## src/rtl/audio_sample_reader_pkg.sv

```systemverilog
// Shared definitions for the audio sample playback engine.
// Holds the ROM address/sample widths, the default sample-period divider
// (50 MHz / 48 kHz) and the playback FSM state encoding.
package audio_sample_reader_pkg;

  localparam int ADDR_WIDTH         = 18;
  localparam int DATA_WIDTH         = 16;
  localparam int SAMPLE_DIV_DEFAULT = 1042;

  typedef enum logic [1:0] {
    ST_IDLE  = 2'd0,
    ST_ADDR  = 2'd1,
    ST_LATCH = 2'd2,
    ST_OUT   = 2'd3
  } state_t;

endpackage

```

## src/rtl/audio_sample_reader_divider.sv

```systemverilog
// sample_rate_divider: free-running sample-period counter.
// Ports:
//   clk, reset : system clock, synchronous active-high reset
//   clear      : restart the period (count returns to 0)
//   en         : count while playback is active; held at 0 otherwise
//   tick       : high for the last cycle of each SAMPLE_DIV-cycle period
module sample_rate_divider
  import audio_sample_reader_pkg::*;
#(
  parameter int SAMPLE_DIV = SAMPLE_DIV_DEFAULT
) (
  input  logic clk,
  input  logic reset,
  input  logic clear,
  input  logic en,
  output logic tick
);

  localparam int CW = (SAMPLE_DIV > 1) ? $clog2(SAMPLE_DIV) : 1;
  localparam logic [CW-1:0] LAST = CW'(SAMPLE_DIV - 1);

  logic [CW-1:0] count;

  always_ff @(posedge clk) begin
    if (reset || clear || !en) begin
      count <= '0;
    end else if (count == LAST) begin
      count <= '0;
    end else begin
      count <= count + 1'b1;
    end
  end

  assign tick = en && (count == LAST);

endmodule

```

## src/rtl/audio_sample_reader.sv

```systemverilog
// audio_sample_reader: walks the sample ROM from a latched start address to a
// latched end address (inclusive, wrapping through 2^ADDR_WIDTH-1), one
// address per sample period, and offers each sample over valid/ready.
// Ports:
//   clk, reset        : system clock, synchronous active-high reset
//   start, stop       : one-cycle control pulses (stop wins)
//   loop              : latched at start; wrap back to start_addr after end_addr
//   start_addr/end_addr : playback range, latched at start
//   rom_addr/rom_data : ROM read port (one-cycle registered read latency)
//   sample_out/sample_valid/sample_ready : downstream handshake
//   busy              : playback in progress
//   done              : pulse when a non-loop playback finishes
//   underrun          : pulse when a period ends before the sample was taken
module audio_sample_reader
  import audio_sample_reader_pkg::*;
#(
  parameter int SAMPLE_DIV = SAMPLE_DIV_DEFAULT
) (
  input  logic                  clk,
  input  logic                  reset,
  input  logic                  start,
  input  logic                  stop,
  input  logic                  loop,
  input  logic [ADDR_WIDTH-1:0] start_addr,
  input  logic [ADDR_WIDTH-1:0] end_addr,
  output logic [ADDR_WIDTH-1:0] rom_addr,
  input  logic [DATA_WIDTH-1:0] rom_data,
  output logic [DATA_WIDTH-1:0] sample_out,
  output logic                  sample_valid,
  input  logic                  sample_ready,
  output logic                  busy,
  output logic                  done,
  output logic                  underrun
);

  state_t                state;
  logic [ADDR_WIDTH-1:0] start_q;
  logic [ADDR_WIDTH-1:0] end_q;
  logic                  loop_q;
  logic                  accepted;
  logic                  tick;
  logic                  handshake;

  assign busy      = (state != ST_IDLE);
  assign handshake = sample_valid && sample_ready;

  // Any start restarts the period so the first sample period is full length.
  sample_rate_divider #(.SAMPLE_DIV(SAMPLE_DIV)) u_divider (
    .clk  (clk),
    .reset(reset),
    .clear(start),
    .en   (busy),
    .tick (tick)
  );

  // rom_addr doubles as the current playback address: it only changes on
  // entry to ST_ADDR and otherwise holds the last fetched address.
  always_ff @(posedge clk) begin
    if (reset) begin
      state        <= ST_IDLE;
      rom_addr     <= '0;
      sample_out   <= '0;
      sample_valid <= 1'b0;
      done         <= 1'b0;
      underrun     <= 1'b0;
      accepted     <= 1'b0;
      start_q      <= '0;
      end_q        <= '0;
      loop_q       <= 1'b0;
    end else begin
      done     <= 1'b0;
      underrun <= 1'b0;

      if (stop) begin
        state        <= ST_IDLE;
        sample_valid <= 1'b0;
        accepted     <= 1'b0;
      end else if (start) begin
        start_q      <= start_addr;
        end_q        <= end_addr;
        loop_q       <= loop;
        rom_addr     <= start_addr;
        sample_valid <= 1'b0;
        accepted     <= 1'b0;
        state        <= ST_ADDR;
      end else begin
        case (state)
          ST_IDLE: ;
          // ROM registers rom_addr on this edge; data is usable in ST_LATCH.
          ST_ADDR: state <= ST_LATCH;
          ST_LATCH: begin
            sample_out   <= rom_data;
            sample_valid <= 1'b1;
            state        <= ST_OUT;
          end
          ST_OUT: begin
            if (handshake) begin
              sample_valid <= 1'b0;
              accepted     <= 1'b1;
            end
            // NOTE: non-blocking assignments let the later clear of accepted
            // below override the set above when a handshake and a tick share
            // a cycle; the handshake still counts for this tick.
            if (tick) begin
              if (accepted || handshake) begin
                accepted <= 1'b0;
                if (rom_addr == end_q) begin
                  if (loop_q) begin
                    rom_addr <= start_q;
                    state    <= ST_ADDR;
                  end else begin
                    done  <= 1'b1;
                    state <= ST_IDLE;
                  end
                end else begin
                  rom_addr <= rom_addr + 1'b1;
                  state    <= ST_ADDR;
                end
              end else begin
                underrun <= 1'b1;
              end
            end
          end
          default: state <= ST_IDLE;
        endcase
      end
    end
  end

endmodule
```

## config.mk

```make
export PLATFORM = sky130hd
export DESIGN_NAME = audio_sample_reader
export DESIGN_NICKNAME = d
export VERILOG_FILES = /design/src/rtl/audio_sample_reader_pkg.sv /design/src/rtl/audio_sample_reader_divider.sv /design/src/rtl/audio_sample_reader.sv
export SDC_FILE = /design/constraint.sdc
export NUM_CORES = 1
export LEC_CHECK = 0
export ABC_AREA = 1
export ABC_CLOCK_PERIOD_IN_PS = 2000
export CAP_MARGIN = 20
export CORE_UTILIZATION = 26
export CTS_CLUSTER_SIZE = 28
export DETAILED_ROUTE_END_ITERATION = 10
export SETUP_SLACK_MARGIN = 0.2
export SKIP_CTS_REPAIR_TIMING = 1
export SYNTH_ARGS = -nofsm -noshare
export SYNTH_HDL_FRONTEND = slang
export SYNTH_SLANG_ARGS = --single-unit
```

## constraint.sdc

```tcl
create_clock -name clk -period 2 [get_ports clk]
set_clock_uncertainty 0.2 [all_clocks]
set_input_delay 0.2 -clock clk [delete_from_list [all_inputs] [get_ports clk]]
set_output_delay 0.2 -clock clk [all_outputs]
set_load 0.03 [all_outputs]
```

==> run summary, run 1 <==
Worst EP required = 2.04 ns
Nature of the critical path startpoint = flip-flop
GRT Overall Usage = 14.9%
GRT busiest layer = met2
Cts bufs inserted = 9
Seq/Total Area, Yosys = 39.6%
Largest net degree at the start of global routing = 60
Detail Placement HPWL = 9.54 mm
Total Routed Length = 13.5 mm
Synth Cell Area = 4450 sq um
Tcrit/Tclk final = 98.3%
Max incr delay on CP = 0.34 ns
Setup WS post-layout = 0.0330 ns
Crit. End Element = flip-flop
Port Buf Inserts = 95
CTS clk-pin slew, worst paths = 0.07 ns
Die Area = 17700 sq um
Slowest-stage cell, CP = dfxtp_4
Crit path kind = reg -> reg
Initial Util = 26.8%
Htree depth = 3
Clock Root Buffer = clkbuf_16
Static Leak = 3.23 nW
IO Pins = 96
Final Hold Viols = 0
Synth area leader = dfxtp_1
Arr. time, crit path = 2.00 ns
Max-slew violation count = 0
Post-place setup slack = -0.0522 ns
Post-synthesis average cell area = 6.69 sq um
DR pass1 iterations = 5
Final core utilization = 41.4%
Register area = 1840 sq um
Placed Cells = 1005
Worst path cell trace = xnor2_1 > nand2_1 > nor2_2 > buf_4 > nand4_1 > buf_4 > nand3_4 > nand2_1 > nand2_1 > a21oi_1
RSZ-0062 raised after global routing = true
Tightest Pin Transition = 0.338 ns
Most frequent cells in the layout = nand2_1 (142), nor2_1 (99), clkdlybuf4s50_1 (68)
Crit Path Max Fanout = 10
# fillers = 1730
Endpoints failing setup = 0
CTS tree = done
Antenna violations before repair = 0
Die X = 133 um
Max Buffers Root-to-Sink = 2
Peak supply drop = 0.000431 V
Inserted Diodes = 0
Initial DRC count = 243
Fin Hold WS = 0.231 ns
Yosys top cell area share = 39.6%
Multi-input gate area = 2560 sq um
Core area = 16600 sq um
Synth top area cells = dfxtp_1 (40%), nand2_1 (13%), nor2_1 (9.4%), o21ai_0 (6.1%), nand3_1 (5.3%)
Critical path's top delay family = simple AND/OR/NAND/NOR gates
Via density = 4.47
Gp weighted congestion = 0.839
Detail Route Antenna Nets = 0
Chip height = 133 um
Met3 Use GR = 4.60%
Met1 Usage GRT = 19.1%
Crit path buf inv count = 2
Unique cell type count in the Yosys netlist = 31
DR vias = 4645
Total global routing overflow = 0
Pwr dens = 616 nW/um^2
Vias in the first global route = 4213
Synthesized Nets = 732
Layout cells sized above 1 = 23.2%
Clock sinks = 88
MaxCap Viol Count = 0
Non-filler instance count after layout = 1038
Rel. slew slack = 77.4%
# DRC = 0
Mapped Cells = 666
Final #Nets = 879
F_max = 0.508 GHz
Global Route met2 Usage = 23.6%
Fin crit period = 1.97 ns
Status = completed
Hold Path Class = in -> reg
Wire per inst = 13.0 um
Clock Latency Late Sink = 0.35 ns
Synth warnings = 0
First-pass GRT wire length = 20.8 mm
# rows = 47
Most used cell, CP = nand2_1
Final TNS setup = 0 ns
Area growth syn-to-layout = 54.6%
Yosys reg bits = 88
Most common cell after layout, fill and taps aside = nand2_1
[power breakdown]
part	internal (W)	switching [W]	leakage (nW)
combinational	0.000369	0.000409	2.36
clock	0.000859	0.000747	0.134
sequential	0.00181	0.0000434	0.736
total	0.00304	0.00120	3.23
[metrics by stage]
stage	cell area, sq um	power [W]
after floorplan	4560	0.00228
after global placement	6080	0.00261
after detailed placement	6080	0.00261
after CTS	6360	0.00424
after global routing	6890	0.00444
final	6890	0.00424
[Yosys cell counts]
library cell	n
a21oi_1	46
buf_2	4
buf_4	4
buf_6	1
clkbuf_1	22
clkbuf_2	1
clkinv_1	1
dfxtp_1	88
ha_1	8
inv_1	60
inv_2	5
nand2_1	149
nand3_1	47
nand3_2	1
nand3_4	1
nand3b_1	1
nand4_1	16
nor2_1	111
nor2_2	4
nor2_4	3
nor3_1	5
nor3_2	1
nor3b_1	3
o21a_1	2
o21ai_0	54
o21ai_1	3
o21bai_1	1
or2_0	1
or2_2	5
xnor2_1	9
xor2_1	9
[state kept, by name, summed over array words and instances, names as in the netlist, 2 cells and up]
register         flops
end_q               18
rom_addr            18
sample_out          16
start_q             18
state                2
u_divider.count     11
[cells by family after synthesis]
kind of cell	Yosys count	share of synthesized area (%)
xor+xnor	18	3.54
simple gates	348	33.7
compound gates	106	12.1
buf+inv	98	8.90
flops	88	39.6
fa+ha+maj	8	2.25
[metal layers]
layer	up-vias	part of all wire (%)
met4	0	1.4
li1	2430	-
met1	2095	46
met3	11	6.9
met2	109	46
met5	-	0
[cell type report]
cell class                 instances  area share (%)
sequential                        88            26.8
multi-input combinational        481            37.1
clock inverter                     6           0.709
tap                              220            4.00
clock buffer                      10            3.33
timing repair buffer             167            24.4
inverter                          66            3.69
[worst register-to-register path, delay by kind of cell, from the launching register on]
| family | cells | cell delay [ns] |
|---|---|---|
| compound gates | 1 | 0.04 |
| simple gates | 6 | 0.70 |
| flops | 1 | 0.34 |
| xor+xnor | 1 | 0.18 |
| buf+inv | 2 | 0.41 |
[worst paths after layout]
path                            start                          end  slack [ns]  cells after the start
min                      rom_data[15]  sample_out[15]$_SDFFE_PP0P_        0.23                      3
max reg2reg  rom_addr[6]$_SDFFE_PP0P_    rom_addr[13]$_SDFFE_PP0P_        0.03                     10
max          rom_addr[6]$_SDFFE_PP0P_    rom_addr[13]$_SDFFE_PP0P_        0.03                     10
min reg2reg  start_q[13]$_SDFFE_PP0P_     start_q[13]$_SDFFE_PP0P_        0.25                      2
No activity file was read; power rests on OpenSTA's default activity.
==> run 2, diff against run 1 <==
--- a/config.mk
+++ b/config.mk
@@ -6,13 +6,13 @@
 export NUM_CORES = 1
 export LEC_CHECK = 0
 export ABC_AREA = 1
-export ABC_CLOCK_PERIOD_IN_PS = 2000
+export ABC_CLOCK_PERIOD_IN_PS = 2400
 export CAP_MARGIN = 20
 export CORE_UTILIZATION = 26
 export CTS_CLUSTER_SIZE = 28
 export DETAILED_ROUTE_END_ITERATION = 10
+export PLACE_DENSITY = 0.47
 export SETUP_SLACK_MARGIN = 0.2
-export SKIP_CTS_REPAIR_TIMING = 1
 export SYNTH_ARGS = -nofsm -noshare
 export SYNTH_HDL_FRONTEND = slang
 export SYNTH_SLANG_ARGS = --single-unit
==> constraint.sdc (replaced) <==
create_clock -name clk -period 2.4 [get_ports clk]
set_clock_uncertainty 0.2 [all_clocks]
set_input_delay 0.24 -clock clk [delete_from_list [all_inputs] [get_ports clk]]
set_output_delay 0.24 -clock clk [all_outputs]
set_load 0.03 [all_outputs]
==> run 2 against run 1 <==
Count of clock-buffer cells in the layout is 1 lower. Combinational power fell by 21%. Sequential share of layout area grew 1.6 points. First-iteration DRC count is 26% lower. Final area shrank 9.0%. Final cell count decreased by 2.7%. Fmax fell by 6.2%. Clock power decreased by 14%. Wire length rose by 4.1%. Critical path type unchanged. Largest cell class unchanged. Highest routed layer unchanged.
==> run summary, run 2 (same netlist as run 1, synthesis figures left out) <==
Clock sinks = 88 (unchanged)
Pwr dens = 568 nW/um^2 (-7.7%)
Htree depth = 3 (unchanged)
Wire per inst = 13.9 um (+6.9%)
Via density = 4.49 (+0.27%)
Tightest Pin Transition = 0.478 ns (+0.140 ns)
RSZ-0062 raised after global routing = true
Endpoints failing setup = 0 (unchanged)
IO Pins = 96 (unchanged)
Die X = 133 um (unchanged)
Clock Latency Late Sink = 0.36 ns (about the same)
Arr. time, crit path = 2.14 ns (+0.14 ns)
Nature of the critical path startpoint = flip-flop
Final TNS setup = 0 ns (unchanged)
Antenna violations before repair = 0 (unchanged)
Max Buffers Root-to-Sink = 2 (unchanged)
CTS tree = done
Detail Route Antenna Nets = 0 (unchanged)
Largest net degree at the start of global routing = 62 (+3.3%)
Most common cell after layout, fill and taps aside = nand2_1
Die Area = 17700 sq um (unchanged)
Placed inst area = 5780 sq um (-4.9%)
Worst EP required = 2.45 ns (+0.41 ns)
GRT Overall Usage = 16.4% (+1.5 points)
Fin crit period = 2.10 ns (+0.130 ns)
Final #Nets = 851 (-3.2%)
F_max = 0.477 GHz (-6.2%)
Core area = 16600 sq um (unchanged)
Tcrit/Tclk final = 87.4% (-11 points)
Rel. slew slack = 67.9% (-9.6 points)
Max-slew violation count = 0 (unchanged)
Final Hold Viols = 0 (unchanged)
MaxCap Viol Count = 0 (unchanged)
Vias in the first global route = 4491 (+6.6%)
DR vias = 4532 (-2.4%)
Design area = 6260 sq um (-9.0%)
Crit. End Element = flip-flop
Chip height = 133 um (unchanged)
Hold buffers post-CTS = 0
Detail Placement HPWL = 10.2 mm (+6.7%)
Static Leak = 2.52 nW (-22%)
Gp weighted congestion = 0.827 (-1.4%)
Initial DRC count = 179 (-26%)
Peak supply drop = 0.000334 V (-23%)
Initial Util = 26.8% (unchanged)
Inserted Diodes = 0 (unchanged)
Power Total = 0.00356 W (-16%)
Total Routed Length = 14.0 mm (+4.1%)
First-pass GRT wire length = 22.7 mm (+9.2%)
# DRC = 0 (unchanged)
Most frequent cells in the layout = nand2_1 (146), nor2_1 (104), clkdlybuf4s50_1 (94)
Layout cells sized above 1 = 12.9% (-10 points)
# rows = 47 (unchanged)
CTS clk-pin slew, worst paths = 0.08 ns (about the same)
Crit path kind = reg -> reg
Port Buf Inserts = 95 (unchanged)
Cts bufs inserted = 9 (unchanged)
DR pass1 iterations = 4 (-1)
Largest registers = end_q x18, rom_addr x18, start_q x18
Total global routing overflow = 0 (unchanged)
Area growth syn-to-layout = 40.6%
Crit Path Max Fanout = 6 (-4)
Status = completed
Clock Root Buffer = clkbuf_16
Hold Path Class = reg -> reg
## run 2: cell count changes in the layout (fill, tap and decap cells not counted), moves of 8 or more
cell             before  now
nand3_1              35   47
dfxtp_1              59   79
dfxtp_4              18    2
buf_4                58   36
dlymetal6s2s_1       27    0
nand3_2              12    1
inv_2                14    6
inv_1                49   59
clkdlybuf4s50_1      68   94
## run 2: report_power, final
part | switching (W) | internal [W]
Clock | 0.000665 | 0.000722
Sequential | 0.0000369 | 0.00152
Combinational | 0.000336 | 0.000280
Total | 0.00104 | 0.00252
## run 2: worst max-delay path, stage by stage, from the launching register on
cell and delay [ns]:
dfxtp_2 0.37, inv_1 0.05, nand2_1 0.05, nand2_1 0.08, nor2_4 0.16, nand2_1 0.10, nor2_4 0.17, nand3_4 0.18
nor2_4 0.26, nor2_4 0.06, buf_6 0.14, o21ai_1 0.11, nor2_1 0.05
## run 2: area by class of cell
| type | instances | area (sq um) |
|---|---|---|
| Timing Repair Buffer | 137 | 1300 |
| Clock inverter | 7 | 61.3 |
| Inverter | 66 | 248 |
| Sequential cell | 88 | 1780 |
| Fill cell | 1750 | 10400 |
| Multi-Input combinational cell | 483 | 2380 |
| Clock buffer | 9 | 225 |
| Tap cell | 220 | 275 |
## run 2: path summary, 6_finish.rpt
check | start | to | slack (ns) | cells after the start
min reg2reg | u_divider.count[0]$_SDFF_PP0_ | u_divider.count[0]$_SDFF_PP0_ | 0.25 | 1
min | u_divider.count[0]$_SDFF_PP0_ | u_divider.count[0]$_SDFF_PP0_ | 0.25 | 1
max | rom_addr[1]$_SDFFE_PP0P_ | rom_addr[11]$_SDFFE_PP0P_ | 0.30 | 12
max reg2reg | rom_addr[1]$_SDFFE_PP0P_ | rom_addr[11]$_SDFFE_PP0P_ | 0.30 | 12
## run 2: per-stage QoR
| step | util, % | hold WS, ns | instances | worst slack (ns) |
|---|---|---|---|---|
| floorplan | - | 0.175 | 666 | 0.280 |
| global placement | 34.8 | 0.246 | 981 | 0.0884 |
| detailed placement | 34.8 | 0.247 | 981 | 0.0524 |
| CTS | 36.8 | 0.255 | 1001 | 0.218 |
| global route | 37.6 | 0.270 | 1010 | 0.187 |
| finish | 37.6 | 0.247 | 1010 | 0.303 |
## run 2: layer usage
| metal | share of wire (%) | track usage, % |
|---|---|---|
| met1 | 49 | 21.5 |
| met4 | 1.7 | 6.32 |
| met2 | 45 | 26.3 |
| met3 | 4.4 | 3.41 |
| met5 | 0 | 0 |
## run 2: repair_timing
item / CTS / global route
buffers inserted: 2 / 8
pin swaps: 3 / 9
endpoints found under the setup margin: 19 / 26
gates resized for setup: 7 / 29
gates cloned: 2 / 1
